**config.mk**
```make
export PLATFORM = sky130hd
export DESIGN_NAME = binary_to_gray
export DESIGN_NICKNAME = d
export VERILOG_FILES = /design/src/rtl/binary_to_gray.sv
export SDC_FILE = /design/constraint.sdc
export NUM_CORES = 1
export LEC_CHECK = 0
export ABC_AREA = 1
export CAP_MARGIN = 20
export CELL_PAD_IN_SITES_DETAIL_PLACEMENT = 1
export CELL_PAD_IN_SITES_GLOBAL_PLACEMENT = 1
export CORE_AREA = 4 4 41 43
export CTS_CLUSTER_DIAMETER = 200
export DETAILED_ROUTE_END_ITERATION = 12
export DIE_AREA = 0 0 45 47
export GPL_TIMING_DRIVEN = 0
export PLACE_DENSITY = 0.56
export SYNTH_ARGS = -nofsm -noshare
export SYNTH_HDL_FRONTEND = slang
export SYNTH_SLANG_ARGS = --single-unit
```
**constraint.sdc**
```tcl
create_clock -name i_clk -period 0.8 [get_ports i_clk]
set_input_delay 0.16 -clock i_clk [delete_from_list [all_inputs] [get_ports i_clk]]
set_output_delay 0.16 -clock i_clk [all_outputs]
set_load 0.05 [all_outputs]
```
**src/rtl/binary_to_gray.sv**
```systemverilog
// Registered binary-to-Gray converter.
// A WIDTH-bit binary word is sampled on every rising edge of i_clk and its
// reflected Gray code appears on o_gray one clock later. No input handshake:
// a new word is accepted every cycle, so throughput is one word per clock.
// o_valid rises on the first converting edge after reset and stays high
// until the next reset, telling downstream logic that o_gray is meaningful.
// Both outputs come straight from flops, so there is no combinational path
// from any input to any output.
module binary_to_gray #(
  parameter int WIDTH = 4
) (
  input  logic             i_clk,
  input  logic             i_rst,
  input  logic [WIDTH-1:0] i_binary,
  output logic [WIDTH-1:0] o_gray,
  output logic             o_valid
);

  logic [WIDTH-1:0] gray_next;

  // Gray encoding: MSB passes through, each lower bit is the XOR of itself
  // and its upper neighbour (same as i_binary ^ (i_binary >> 1)).
  always_comb begin
    gray_next = '0;
    gray_next[WIDTH-1] = i_binary[WIDTH-1];
    for (int k = WIDTH - 2; k >= 0; k--) begin
      gray_next[k] = i_binary[k+1] ^ i_binary[k];
    end
  end

  // Output register; reset has priority and clears both the code and valid.
  always_ff @(posedge i_clk) begin
    if (i_rst) begin
      o_gray  <= '0;
      o_valid <= 1'b0;
    end else begin
      o_gray  <= gray_next;
      o_valid <= 1'b1;
    end
  end

endmodule

```
# Yosys cells after proc, flatten, opt, wreduce, memory -nomap -nowiden
# Cells that the tools add are included.
dict set report classes {
  n_bitwise 3
  mux 1
}
# cell count
set ops {}
lappend ops {{$xor A1 B1 Y1} 3}
lappend ops {{$mux W1} 1}
dict set report totals {
  elab_cells 6
  in_bits 6
  regBits 5
  output_inout_bits 5
}

# Logic depth before layout (Yosys ltp)
dict set report logic_depth {
  depth_word 1
  mapped_depth 3
  mapped_depth_nobuf 3
}

# Worst setup path before layout
# No wires, ideal clock.
dict set report synth_timing {
  kind {register -> output}
  startpoint {reg o_gray[0]}
  endpoint {out o_gray[0]}
  stages_incl_launch_ff 1
  arrival_ns 0.587
  slack_ns 0.053
  path_cell_list {dfxtp_1}
}
# item line
set synth_rtl {}
lappend synth_rtl {{start: declaration} 15} ;# output logic [WIDTH-1:0] o_gray,
lappend synth_rtl {{start signal: assignment} 37} ;# o_gray <= gray_next;
# No word-level cell between the ends.

# Final worst setup path
dict set report layout_timing {
  startpoint {reg o_gray[3]}
  endpoint {out o_gray[3]}
}
# No word-level cell between the ends.

==> impl_metrics.prom <==
# TYPE chip_impl_metric gauge
chip_impl_info{name="status",value="finished, violations left"} 1
chip_impl_info{name="failed_checks",value="negative setup slack"} 1
chip_impl_info{name="timing.critical_path.from",value="o_gray[3]"} 1
chip_impl_metric{name="grt_first_pass_wirelength",unit="um"} 717
chip_impl_metric{name="worstPathBufferInverterCount",unit=""} 1
chip_impl_metric{name="grt_max_degree",unit=""} 5
chip_impl_metric{name="drc_errors",unit=""} 0
chip_impl_metric{name="layout_min_cycle_time",unit="ns"} 0.862
chip_impl_info{name="rsz0062_at_grt",value="yes"} 1
chip_impl_metric{name="placedInstanceArea",unit="um2"} 275
chip_impl_metric{name="final_layout_size_suffix_gt1_frac",unit=""} 0.412
chip_impl_metric{name="flops_latches_synth",unit=""} 5
chip_impl_metric{name="drv.max_cap_violation_count",unit=""} 0
chip_impl_metric{name="worst-endpoint-arrival",unit="ns"} 0.70
chip_impl_metric{name="finalSetupViolations",unit=""} 5
chip_impl_metric{name="cts-buffers-inserted",unit=""} 3
chip_impl_info{name="end_kind",value="output port"} 1
chip_impl_metric{name="routed_met2_length",unit="um"} 169
chip_impl_metric{name="met1_length",unit="um"} 130
chip_impl_info{name="timing.hold.worst.start",value="i_rst"} 1
chip_impl_info{name="critical_path.startpoint_type",value="flop"} 1
chip_impl_info{name="top_layer_used",value="met4"} 1
chip_impl_info{name="clock_tree_from_tritoncts",value="done"} 1
chip_impl_info{name="mostFrequentLayoutCells",value="sky130_fd_sc_hd__nor2_1 (7), sky130_fd_sc_hd__nand2_1 (6), sky130_fd_sc_hd__clkdlybuf4s50_1 (5), sky130_fd_sc_hd__dfxtp_2 (5), sky130_fd_sc_hd__buf_8 (5)"} 1
chip_impl_metric{name="routabilityCongestion",unit=""} 0.660
chip_impl_metric{name="routed-wl-met3",unit="um"} 114
chip_impl_metric{name="hpwlAfterDp",unit="um"} 340
chip_impl_metric{name="holdWs",unit="ns"} 0.486
chip_impl_metric{name="grt_antenna_before_repair",unit=""} 0
chip_impl_metric{name="routed_via_density",unit=""} 3.61
chip_impl_metric{name="drt-wirelength-per-cell",unit="um"} 8.59
chip_impl_metric{name="antenna-diode-count",unit=""} 0
chip_impl_metric{name="critical_path_required",unit="ns"} 0.64
chip_impl_info{name="worst_path_max_delay_cell",value="sky130_fd_sc_hd__dfxtp_2"} 1
chip_impl_metric{name="coreArea",unit="um2"} 1300
chip_impl_info{name="timing.critical_path.max_delay_family",value="flip-flops"} 1
chip_impl_info{name="path_cells",value="buf_8"} 1
chip_impl_metric{name="ant_nets",unit=""} 0
chip_impl_metric{name="dr_total_vias",unit=""} 177
chip_impl_metric{name="ys_types",unit=""} 5
chip_impl_metric{name="final_total_negative_setup_slack",unit="ns"} -0.288
chip_impl_metric{name="dieHeight",unit="um"} 47
chip_impl_info{name="setup_cp_type",value="flop to output port"} 1
chip_impl_metric{name="initial_core_utilization",unit=""} 0.120
chip_impl_metric{name="vdd.ir_drop.worst",unit="V"} 0.00105
chip_impl_metric{name="design.die.area",unit="um2"} 2120
chip_impl_metric{name="worst-path-max-fanout",unit=""} 1
chip_impl_metric{name="num-nets-final",unit=""} 41
chip_impl_metric{name="seq_area",unit="um2"} 106
chip_impl_metric{name="drt_first_pass_iters",unit=""} 3
chip_impl_metric{name="postSynthAreaPerCell",unit="um2"} 7.82
chip_impl_metric{name="grt_pass1_vias",unit=""} 180
chip_impl_metric{name="cts_hold_repair.buffers",unit=""} 0
chip_impl_metric{name="synthesized_net_count",unit=""} 26
chip_impl_metric{name="fmaxAchievable",unit="MHz"} 1160
chip_impl_metric{name="instances_no_fill",unit=""} 49
chip_impl_metric{name="drt-total-wl",unit="um"} 421
chip_impl_metric{name="worst_path_largest_cell_delay",unit="ns"} 0.33
chip_impl_info{name="layout.cells.most_common",value="sky130_fd_sc_hd__nor2_1"} 1
chip_impl_metric{name="synthesis.area",unit="um2"} 156
chip_impl_metric{name="final_min_period_over_clock_period",unit=""} 1.08
chip_impl_metric{name="global_route.overflow_total",unit=""} 0
chip_impl_metric{name="detail_route.iter0.violations",unit=""} 3
chip_impl_metric{name="std_cell_rows",unit=""} 13
chip_impl_metric{name="place.detailed.instances",unit=""} 45
chip_impl_metric{name="clkSinkCount",unit=""} 5
chip_impl_info{name="hold_path.class",value="input port to flop"} 1
chip_impl_metric{name="number_of_buffers_on_the_longest_clock_path",unit=""} 2
chip_impl_metric{name="static-leakage-power",unit="nW"} 0.155
chip_impl_metric{name="fp.dieW",unit="um"} 45
chip_impl_metric{name="track_usage",unit=""} 0.0578
chip_impl_metric{name="htreeDepth",unit=""} 1
chip_impl_metric{name="final_area",unit="um2"} 333
chip_impl_metric{name="yosys_warnings",unit=""} 0
chip_impl_metric{name="multiInputGateArea",unit="um2"} 48.8
chip_impl_info{name="clock_tree.root_cell",value="sky130_fd_sc_hd__clkbuf_4"} 1
chip_impl_metric{name="slew-limit-headroom",unit=""} 0.912
chip_impl_metric{name="fillCellCount",unit=""} 170
chip_impl_metric{name="worst_slew_pin_slew",unit="ns"} 0.131
chip_impl_metric{name="port_buffers",unit=""} 10
chip_impl_metric{name="post_synth_inst_count",unit=""} 20
chip_impl_metric{name="sequential_cell_area_fraction_in_the_yosys_report",unit=""} 0.640
chip_impl_metric{name="pin_count",unit=""} 11
chip_impl_metric{name="area_delta_synth_final",unit="%"} 113
chip_impl_metric{name="slew_viol_final",unit=""} 0
chip_impl_metric{name="worst_slack",unit="ns"} -0.0618
chip_impl_metric{name="path_clk_slew",unit="ns"} 0.04
chip_impl_metric{name="final_hold_viol_count",unit=""} 0
chip_impl_metric{name="power.density",unit="nW/um2"} 2150
## timing repair
item,CTS,global route
cloned,0,0
buffers inserted,0,0
gates resized for setup,45,0
endpoints found under the setup margin,5,5
## cell type report
| type | instances | share of cell area |
|---|---|---|
| Multi-Input combinational cell | 13 | 0.147 |
| Clock buffer | 4 | 0.0789 |
| Tap cell | 15 | 0.0564 |
| Timing Repair Buffer | 10 | 0.376 |
| Sequential cell | 5 | 0.320 |
| Inverter | 2 | 0.0226 |
## through the flow
step | worst slack, ns | util | total power (W)
floorplan | 0.0527 | - | 0.000349
global placement | -0.449 | 0.212 | 0.000412
detailed placement | -0.463 | 0.212 | 0.000416
CTS | -0.0705 | 0.256 | 0.000732
global route | -0.0950 | 0.256 | 0.000761
finish | -0.0618 | 0.256 | 0.000717
## per-layer routing
metal,vias up,global-route usage
met5,-,0
met4,0,0.0526
met3,2,0.0766
met2,14,0.0763
met1,76,0.0388
li1,85,-
## path summary, 6_finish.rpt
path	end	slack [ns]	cells after the start
max	o_gray[3]	-0.06	1
min	o_valid	0.49	2
## sequential cells by signal, indices dropped and copies added (netlist names)
name and cells:
o_gray 4, o_valid 1
## where the power goes
part / switching, W / internal [W]
registers: 0.00000961 / 0.000270
clock network: 0.0000931 / 0.000188
logic: 0.0000848 / 0.0000717
## cells by family after synthesis
family | synth area share
buffers and inverters | 0.0480
DFF | 0.640
and+or+nand+nor | 0.312
## cells in the mapped netlist
master	n	share of area
sky130_fd_sc_hd__nor2_1	7	0.17
sky130_fd_sc_hd__nand2_1	6	0.14
sky130_fd_sc_hd__dfxtp_1	5	0.64
sky130_fd_sc_hd__inv_1	1	0.024
sky130_fd_sc_hd__inv_2	1	0.024
(Power assumes the default switching activity.)
